==> src/rtl/dac_stream_out.sv <==
// dac_stream_out
//   Multi-channel DAC sample driver. Frames of NCH signed samples arrive over a
//   valid/ready stream into a frame FIFO. Once the FIFO holds the requested
//   prefill, one frame is released every rate_div_i+1 clocks onto the DAC pins.
//   The strobe follows the data update by one cycle. An empty FIFO at an update
//   tick is an underrun: the output parks at midscale and the block re-prefills.
//
// Ports
//   sys_clk, rst_n    clock, asynchronous active-low reset
//   en_i              run enable; low flushes the FIFO and parks the outputs
//   rate_div_i        update period minus one (captured in IDLE/PREFILL)
//   prefill_i         frames needed before RUN (0 -> 1, >DEPTH -> DEPTH)
//   s_valid_i/s_ready_o/s_data_i  input frame stream, channel k at [k*DW +: DW]
//   dac_data_o        registered DAC codes
//   dac_wrt_o         per-channel write strobe (all bits identical)
//   running_o         high while releasing frames
//   underrun_o        sticky underrun flag, cleared by en_i=0
//   underrun_cnt_o    saturating underrun counter, cleared by en_i=0
//   level_o           FIFO occupancy in frames
module dac_stream_out #(
  parameter int NCH        = 2,
  parameter int DW         = 14,
  parameter int DEPTH      = 16,
  parameter int OFFSET_BIN = 1
) (
  input  logic                   sys_clk,
  input  logic                   rst_n,
  input  logic                   en_i,
  input  logic [15:0]            rate_div_i,
  input  logic [$clog2(DEPTH):0] prefill_i,
  input  logic                   s_valid_i,
  output logic                   s_ready_o,
  input  logic [NCH*DW-1:0]      s_data_i,
  output logic [NCH*DW-1:0]      dac_data_o,
  output logic [NCH-1:0]         dac_wrt_o,
  output logic                   running_o,
  output logic                   underrun_o,
  output logic [15:0]            underrun_cnt_o,
  output logic [$clog2(DEPTH):0] level_o
);

  localparam int AW = $clog2(DEPTH);
  localparam int LW = AW + 1;
  localparam int FW = NCH * DW;

  // One bit set at the MSB of every channel.
  function automatic logic [FW-1:0] msb_mask_f();
    logic [FW-1:0] m;
    m = {FW{1'b0}};
    for (int k = 0; k < NCH; k++) begin
      m[k*DW + DW - 1] = 1'b1;
    end
    return m;
  endfunction

  // Midscale code doubles as the conversion mask: inverting each channel MSB
  // maps two's complement onto offset binary, and an all-zero mask passes through.
  localparam logic [FW-1:0] MID = (OFFSET_BIN != 0) ? msb_mask_f() : {FW{1'b0}};

  function automatic logic [FW-1:0] to_dac_code_f(input logic [FW-1:0] frame);
    return frame ^ MID;
  endfunction

  typedef enum logic [1:0] {
    ST_IDLE     = 2'd0,
    ST_PREFILL  = 2'd1,
    ST_RUN      = 2'd2,
    ST_UNDERRUN = 2'd3
  } state_t;

  state_t          state_r, state_nxt_s;
  logic [FW-1:0]   fifo_mem_r [DEPTH];
  logic [AW-1:0]   wr_ptr_r, rd_ptr_r;
  logic [LW-1:0]   level_r;
  logic [LW-1:0]   pf_eff_s;
  logic [15:0]     rate_div_r;
  logic [15:0]     tick_cnt_r;
  logic            tick_s;
  logic            push_s, pop_s, underrun_evt_s, s_ready_s;
  logic [FW-1:0]   dac_data_r;
  logic            wrt_pend_r;
  logic [NCH-1:0]  dac_wrt_r;
  logic            running_r, underrun_r;
  logic [15:0]     underrun_cnt_r;

  assign s_ready_s      = (level_r < LW'(DEPTH)) && en_i;
  assign s_ready_o      = s_ready_s;
  assign tick_s         = (state_r == ST_RUN) && (tick_cnt_r == rate_div_r);
  assign level_o        = level_r;
  assign dac_data_o     = dac_data_r;
  assign dac_wrt_o      = dac_wrt_r;
  assign running_o      = running_r;
  assign underrun_o     = underrun_r;
  assign underrun_cnt_o = underrun_cnt_r;

  // Effective prefill threshold with the 0 and >DEPTH cases folded in.
  always_comb begin
    pf_eff_s = prefill_i;
    if (prefill_i == LW'(0)) begin
      pf_eff_s = LW'(1);
    end else if (prefill_i > LW'(DEPTH)) begin
      pf_eff_s = LW'(DEPTH);
    end else begin
      pf_eff_s = prefill_i;
    end
  end

  // Next state, FIFO push/pop and underrun detection (level sampled before any write).
  always_comb begin
    push_s         = s_valid_i && s_ready_s;
    pop_s          = 1'b0;
    underrun_evt_s = 1'b0;
    state_nxt_s    = state_r;
    if (!en_i) begin
      state_nxt_s = ST_IDLE;
    end else begin
      case (state_r)
        ST_IDLE: state_nxt_s = ST_PREFILL;
        ST_PREFILL: begin
          if (level_r >= pf_eff_s) begin
            state_nxt_s = ST_RUN;
          end else begin
            state_nxt_s = ST_PREFILL;
          end
        end
        ST_RUN: begin
          if (tick_s && (level_r != LW'(0))) begin
            pop_s = 1'b1;
          end else if (tick_s) begin
            underrun_evt_s = 1'b1;
            state_nxt_s    = ST_UNDERRUN;
          end else begin
            state_nxt_s = ST_RUN;
          end
        end
        ST_UNDERRUN: state_nxt_s = ST_PREFILL;
        default:     state_nxt_s = ST_IDLE;
      endcase
    end
  end

  // FSM state register.
  always_ff @(posedge sys_clk or negedge rst_n) begin
    if (!rst_n) begin
      state_r <= ST_IDLE;
    end else begin
      state_r <= state_nxt_s;
    end
  end

  // FIFO storage; contents need no reset because pointers and level do.
  always_ff @(posedge sys_clk) begin
    if (push_s) begin
      fifo_mem_r[wr_ptr_r] <= s_data_i;
    end
  end

  // FIFO pointers and occupancy; en_i low flushes.
  always_ff @(posedge sys_clk or negedge rst_n) begin
    if (!rst_n) begin
      wr_ptr_r <= {AW{1'b0}};
      rd_ptr_r <= {AW{1'b0}};
      level_r  <= {LW{1'b0}};
    end else if (!en_i) begin
      wr_ptr_r <= {AW{1'b0}};
      rd_ptr_r <= {AW{1'b0}};
      level_r  <= {LW{1'b0}};
    end else begin
      if (push_s) begin
        wr_ptr_r <= wr_ptr_r + AW'(1);
      end
      if (pop_s) begin
        rd_ptr_r <= rd_ptr_r + AW'(1);
      end
      case ({push_s, pop_s})
        2'b10:   level_r <= level_r + LW'(1);
        2'b01:   level_r <= level_r - LW'(1);
        default: level_r <= level_r;
      endcase
    end
  end

  // Update-period capture and tick counter; the counter only runs in RUN.
  always_ff @(posedge sys_clk or negedge rst_n) begin
    if (!rst_n) begin
      rate_div_r <= 16'd0;
      tick_cnt_r <= 16'd0;
    end else begin
      if ((state_r == ST_IDLE) || (state_r == ST_PREFILL)) begin
        rate_div_r <= rate_div_i;
      end
      if ((state_nxt_s == ST_RUN) && (state_r == ST_RUN) && !tick_s) begin
        tick_cnt_r <= tick_cnt_r + 16'd1;
      end else begin
        tick_cnt_r <= 16'd0;
      end
    end
  end

  // Output registers: data loads the cycle after a tick, strobe one cycle later.
  always_ff @(posedge sys_clk or negedge rst_n) begin
    if (!rst_n) begin
      dac_data_r     <= MID;
      wrt_pend_r     <= 1'b0;
      dac_wrt_r      <= {NCH{1'b0}};
      running_r      <= 1'b0;
      underrun_r     <= 1'b0;
      underrun_cnt_r <= 16'd0;
    end else if (!en_i) begin
      dac_data_r     <= MID;
      wrt_pend_r     <= 1'b0;
      dac_wrt_r      <= {NCH{1'b0}};
      running_r      <= 1'b0;
      underrun_r     <= 1'b0;
      underrun_cnt_r <= 16'd0;
    end else begin
      running_r  <= (state_nxt_s == ST_RUN);
      wrt_pend_r <= pop_s;
      dac_wrt_r  <= {NCH{wrt_pend_r}};
      if (pop_s) begin
        dac_data_r <= to_dac_code_f(fifo_mem_r[rd_ptr_r]);
      end else if (underrun_evt_s) begin
        dac_data_r <= MID;
      end
      if (underrun_evt_s) begin
        underrun_r <= 1'b1;
        if (underrun_cnt_r != 16'hFFFF) begin
          underrun_cnt_r <= underrun_cnt_r + 16'd1;
        end
      end
    end
  end

endmodule

==> config.mk <==
export PLATFORM = sky130hd
export DESIGN_NAME = dac_stream_out
export DESIGN_NICKNAME = d
export VERILOG_FILES = /design/src/rtl/dac_stream_out.sv
export SDC_FILE = /design/constraint.sdc
export NUM_CORES = 1
export LEC_CHECK = 0
export CAP_MARGIN = 0
export CORE_MARGIN = 2
export CORE_UTILIZATION = 48
export DETAILED_ROUTE_END_ITERATION = 16
export PLACE_DENSITY = 0.71
export SLEW_MARGIN = 30
export SYNTH_ARGS = -nofsm -noshare
export SYNTH_HDL_FRONTEND = slang
export SYNTH_SLANG_ARGS = --single-unit
==> constraint.sdc <==
create_clock -name sys_clk -period 3.2 [get_ports sys_clk]
set_input_delay 0.32 -clock sys_clk [delete_from_list [all_inputs] [get_ports sys_clk]]
set_output_delay 0.32 -clock sys_clk [all_outputs]
set_load 0.05 [all_outputs]
# After elaboration in Yosys (flattened, before gate mapping)
# Memories as Yosys holds them, arrays and structs flattened.
# Index checks and enable logic that the tools add are counted.
[word_totals] register_bits=96 mem_bits_rw=448 in_bits=53 output_inout_bits=54 word_cells=84 mem_count=1
[memory_table] memory="fifo_mem_r" depth=16 width=28 rd=1 rd_clocked_by_memory_dff=0 write_ports=1 line="72" rtl="logic [FW-1:0] fifo_mem_r [DEPTH];"
[op_classes] addsub=6 magnitude_cmp=3 eq_ne=14 n_mux=34 bitwise_logic=1 n_reduce_logical=13
[ops] cell="2-to-1 mux 28 bit" n=3
[ops] cell="2-to-1 mux 16 bit" n=4
[ops] cell="adder 16 x 1 -> 16 bit, second input constant" n=2
[ops] cell="== test 16 bit" n=1
[ops] cell="2-to-1 mux 4 bit" n=4
[ops] cell="inequality test 16 bit, second input constant" n=1
[ops] cell="2-to-1 mux 5 bit" n=3
[ops] cell="2-to-1 mux 1 bit" n=14
[ops] cell="case mux 5 bit (2 select lines)" n=1
[ops] cell="adder 4 x 1 -> 4 bit, second input constant" n=2
[ops] cell="== test 2 bit, second input constant" n=4
[ops] cell="2-to-1 mux 2 bit" n=4
[ops] cell="inequality test 2 x 1 -> 1 bit, second input constant" n=4
[ops] cell="logical AND 1 bit" n=6
[ops] cell="inequality test 3 x 1 -> 1 bit, second input constant" n=2
[ops] cell="case mux 2 bit (3 select lines)" n=1
[ops] cell="adder 5 x 1 -> 5 bit, second input constant" n=1
[ops] cell="greater-or-equal comparator 5 bit" n=1
[ops] cell="greater-than comparator 5 bit, second input constant" n=1
[ops] cell="logical NOT 5 bit" n=1
[ops] cell="< comparator 5 bit, second input constant" n=1
[ops] cell="nonzero test 5 bit" n=1
[ops] cell="subtractor 5 x 1 -> 5 bit, second input constant" n=1
[ops] cell="== test 2 x 1 -> 1 bit, second input constant" n=2
[ops] cell="6 further kinds" n=6

# Depth between registers and ports, before layout
[logic_depth] ltp_word=11 depth_mapped=13 ltp_nobuf=13

# Worst setup path before layout
# Ideal clock, no wire load.
[synth_timing] path_kind="reg-to-reg" startpoint="register tick_cnt_r[2]" endpoint="register level_r[4] (netlist: level_o[4])" setup_time_ps=87 t_arrival_ps=3062 required_ps=3113 setup_slack_ps=51 path_stages_with_launch=13 n_path_buf=0 path_cell_list="dfrtp_1 xor2_1 a221oi_1 and4bb_2 nand2_1 or4_1 inv_1 ha_1 nor2b_1 o21ai_0 nand2b_1 or4_1 o211ai_1"
[synth_between] elab_chain_cells=9 elab_cells_between_ends=11 classes_between="eq/ne (4); mux (5); reduce/logical (2)"
[synth_lines] item="start: declaration" line="77" rtl="logic [15:0] tick_cnt_r;"
[synth_lines] item="start signal: assignment" line="193" rtl="tick_cnt_r <= tick_cnt_r + 16'd1;"
[synth_lines] item="== test 16 bit (*)" line="88" rtl="assign tick_s = (state_r == ST_RUN) && (tick_cnt_r == rate_div_r);"
[synth_lines] item="logical AND 1 bit (*)" line="88"
[synth_lines] item="logical AND 1 bit (*)" line="127" rtl="if (tick_s && (level_r != LW'(0))) begin"
[synth_lines] item="2-to-1 mux 1 bit (*)" line="127"
[synth_lines] item="2-to-1 mux 1 bit (*)" line="117" rtl="case (state_r)"
[synth_lines] item="2-to-1 mux 1 bit (*)" line="114" rtl="if (!en_i) begin"
[synth_lines] item="== test 2 x 1 -> 1 bit / == test 2 bit (equally long branches)" line="175" rtl="case ({push_s, pop_s})"
[synth_lines] item="case mux 5 bit (2 select lines)" line="175"
[synth_lines] item="2-to-1 mux 5 bit" line="164" rtl="end else if (!en_i) begin"
[synth_lines] item="end signal: assignment" line="163" rtl="level_r <= {LW{1'b0}};"
[synth_lines] item="end signal: assignment" line="176" rtl="2'b10: level_r <= level_r + LW'(1);"
[synth_lines] item="end signal: assignment" line="177" rtl="2'b01: level_r <= level_r - LW'(1);"
[synth_lines] item="end: declaration" line="74" rtl="logic [LW-1:0] level_r;"
# Every way passes the cells marked *; elsewhere a longest branch is shown, timed or not.
# A chain may end at the register's enable or synchronous reset.

# Final worst setup path
[layout_timing] startpoint="register state_r[0]" endpoint="register level_r[4] (netlist: level_o[4])"
[layout_between] elab_chain_cells=9 elab_cells_between_ends=11 classes_between="eq/ne (4); mux (5); reduce/logical (2)"
[layout_lines] item="start: declaration" line="71" rtl="state_t state_r, state_nxt_s;"
[layout_lines] item="start signal: assignment" line="147" rtl="state_r <= state_nxt_s;"
[layout_lines] item="== test 2 bit (*)" line="88, 117"
[layout_lines] item="logical AND 1 bit" line="88"
[layout_lines] item="logical AND 1 bit" line="127"
[layout_lines] item="2-to-1 mux 1 bit" line="127"
[layout_lines] item="2-to-1 mux 1 bit (*)" line="117"
[layout_lines] item="2-to-1 mux 1 bit (*)" line="114"
[layout_lines] item="== test 2 x 1 -> 1 bit / == test 2 bit (equally long branches)" line="175"
[layout_lines] item="case mux 5 bit (2 select lines)" line="175"
[layout_lines] item="2-to-1 mux 5 bit" line="164"
# Marked as above.

==> impl_results.md <==
- Leading cell type in the layout, fill and taps excluded: edfxtp_1
- Critical Path Slowest Stage Cell: or4_4
- Final worst path period share: 94.5%
- Finished Cell Area: 25800 µm²
- Register area share after synthesis: between 70 and 80%
- Row cnt: 77
- Slew headroom: between 50% and 60%
- H-tree Lvls: 2
- Crit-path cells: inv_2 > ha_1 > o221ai_1 > and4bb_2 > nand2_1 > or4_4 > inv_2 > ha_4 > nor2b_1 > o21ai_1 > nand2b_1 > or4_1 > o211ai_1
- Synth Instances: 1136
- Die W: between 200 and 250 µm
- Die area: ~47000 µm²
- CTS root buf: clkbuf_16
- Clock Sinks: between 500 and 600
- Hold Crit Class: in2async
- Height of the die: approximately 220 µm
- Top-Level Pins: roughly 110
- GRT overflow: 0
- Post-synth EDFFs: 448
- Worst r2r path cells: 13
- Reg2reg setup slack: about 0.18 ns
- Synth Area per Inst: between 15 and 20 µm²
- Max Clock Skew: between 0.02 and 0.025 ns
- # DRC: 0
- Routed vias/inst: approximately 5.8
- Post-synth ARST share: about 17%
- # nets final: around 1400
- CP Max Fanout: 3
- Core area: 44400 µm²
- Origin of the critical flop-to-flop path: state_r[0]$_DFF_PN0_
- Worst EP required: around 3.7 ns
- TritonCTS clock tree: built
- Slew Viols, Final: 0
- Worst-Margin Slew: approximately 0.65 ns
- Maxcap violations: 0
- Final HPWL DP: 26.9 mm
- Status: complete, no violations
- Placed inst area: between 20000 and 25000 µm²
- Starting Density: around half
- Mapped Nets: about 1200
- Layout cells sized above 1: between 20% and 30%
- Power density over the cells: slightly below 600 nW/µm²
- GRT Util Overall: approximately a fifth
- R2R Path End: level_o[4]$_DFFE_PN0P_
- Antenna violations before repair: 4
- Wirelength, routed: 46.8 mm
- Fmax: around 330 MHz
- First-pass GRT wire length: roughly 71 mm
- Setup Crit Path Kind: reg2reg
- Ys Warns: 0
- Antenna-violating nets left: 0
- Dominant synthesized flop cell: edfxtp_1
- Highest-count cells in the layout ignoring fill and taps: edfxtp_1 (448), mux4_2 (110), clkdlybuf4s50_1 (104), dfrtp_1 (91), clkbuf_16 (54)
- Clock transition at the registers of the reported paths: 0.06 ns
- Synth cell types: 52
- Area Overhead vs Synth: 19.1%
- Largest net degree at the start of global routing: 59
- # placed instances: about 1800
- RSZ-0062 raised after global routing: false
- Wire length per cell: ~24 µm
- Post-layout util: around three fifths
- Total negative slack: 0 ns
- CTS Buf Count: between 50 and 60
- Critical path arrival: 3.52 ns
- Peak supply drop: approximately 0.00043 V
- Cell Count, Final, Fillers Out: approximately 1900
- First-pass DRT Iterations: 7
- Synth Cell Area: around 22000 µm²
- Max stage delay on crit path: 0.51 ns
- Gpl congestion: between 0.8 and 0.9
- Critical Path End Type: flip-flop
- Tmin final: roughly 3.0 ns
- CP delay by family, top: simple AND/OR/NAND/NOR gates
- Vias in the first global route: 11513
- CTS max path bufs: 3
- Final setup viols: 0
- #FFs+latches synth: 543
- Final Hold Fails: 0
- IO Port Bufs: ~110
- DRT iter0 DRCs: between 1000 and 1500
- Worst Path Buf+Inv: 2
- Cell mode on critical path: inv_2
- Lkg Pwr: about 8.5 nW
- Clock latency on the worst-skew pair: 0.59 ns
- Via count: roughly 11000
- Crit start category: flip-flop
## cell usage after synthesis (4+ instances only)
| cell | instances | area share (%) |
|---|---|---|
| mux2i_1 | 44 | 2.0 |
| a21oi_1 | 24 | 0.55 |
| or4_1 | 7 | 0.24 |
| o21ai_0 | 10 | 0.23 |
| nor4_1 | 4 | 0.12 |
| mux4_2 | 110 | 11 |
| a22o_1 | 26 | 1.1 |
| nand2_1 | 38 | 0.66 |
| mux2_2 | 16 | 0.83 |
| xor2_1 | 13 | 0.53 |
| nor2b_1 | 4 | 0.12 |
| nand2b_1 | 10 | 0.29 |
| o221ai_1 | 21 | 0.85 |
| o41ai_1 | 4 | 0.16 |
| o31ai_1 | 4 | 0.14 |
| o211ai_1 | 6 | 0.21 |
| or3_1 | 4 | 0.12 |
| nand3_1 | 11 | 0.25 |
| and3_1 | 10 | 0.29 |
| clkbuf_1 | 28 | 0.49 |
| ha_1 | 19 | 1.1 |
| inv_1 | 16 | 0.28 |
| nor2_1 | 38 | 0.66 |
| xnor2_1 | 24 | 0.97 |
| edfxtp_1 | 448 | 62 |
| nor3_1 | 7 | 0.16 |
| nand4_1 | 12 | 0.35 |
| dfrtp_1 | 93 | 11 |
| o311ai_0 | 4 | 0.16 |
| and2_1 | 20 | 0.58 |
| o22ai_1 | 10 | 0.29 |
| buf_2 | 18 | 0.42 |
## worst max-delay path by stage
| stage | startpoint | end | slack [ns] | depth (start not counted) |
|---|---|---|---|---|
| 6_report | state_r[0]$_DFF_PN0_ | level_o[4]$_DFFE_PN0P_ | 0.18 | 13 |
| 5_1_grt | state_r[0]$_DFF_PN0_ | level_o[4]$_DFFE_PN0P_ | 0.006 | 13 |
| 4_1_cts | rate_div_r[2]$_DFFE_PN0P_ | level_o[4]$_DFFE_PN0P_ | 0.02 | 12 |
| 3_5_place_dp | rate_div_r[2]$_DFFE_PN0P_ | level_o[4]$_DFFE_PN0P_ | 0.03 | 12 |
| 3_3_place_gp | state_r[0]$_DFF_PN0_ | level_o[4]$_DFFE_PN0P_ | 0.12 | 13 |
| 2_1_floorplan | tick_cnt_r[2]$_DFF_PN0_ | level_o[4]$_DFFE_PN0P_ | 0.05 | 12 |
## power by group
part,switching [mW],internal (mW)
Clock,2.63,3.90
Combinational,0.495,0.415
Sequential,0.0953,7.83
## metrics by stage
stage / setup slack (ns) / hold slack [ns] / power, mW
after detailed placement: 0.0264 / 0.351 / 8.96
after floorplan: 0.0513 / 0.0244 / 8.56
after CTS: 0.0167 / 0.266 / 15.5
after global placement: 0.117 / 0.348 / 8.92
final: 0.176 / 0.284 / 15.4
after global routing: 0.00632 / 0.297 / 15.9
## final cells by class
class	instances	area (µm²)
antenna	1	2.50
clock buffer	58	1370
clock inverter	41	477
fill	3200	18600
inverter	18	67.6
multi-input combinational	521	5560
sequential	543	15800
tap	592	741
timing repair buffer	167	1730
## registers in the layout (all words and copies together) (netlist names)
signal          cells
underrun_cnt_o     16
wrt_pend_r          1
fifo_mem_r        448
level_o             5
wr_ptr_r            4
rd_ptr_r            4
underrun_o          1
running_o           1
rate_div_r         16
state_r             2
tick_cnt_r         16
dac_wrt_o           1
dac_data_o         28
## kinds of logic after synthesis
group	count (synthesis)	synth area share, %
flip-flops	543	73.1
AND/OR/NAND/NOR	174	4.28
multiplexers	170	14.3
AO/OA/AOI/OAI	120	4.13
buffers and inverters	72	1.49
XOR/XNOR	37	1.50
adder cells (fa/ha/maj)	20	1.19
## per-layer routing
layer	track usage (%)	vias up	part of all wire [%]
met5	0	-	0.053
met3	3.87	68	6.4
met1	28.2	5892	42
met2	33.4	374	50
met4	5.16	4	1.9
li1	-	4942	-
## timing repair
item                                    4_1_cts  5_1_grt
buffers inserted                              0        2
hold endpoints to repair                     35        0
hold buffers                                  1        0
endpoints found under the setup margin        0        2
resized for setup                             0        7
Note: power is estimated with default switching activity, not from simulation.
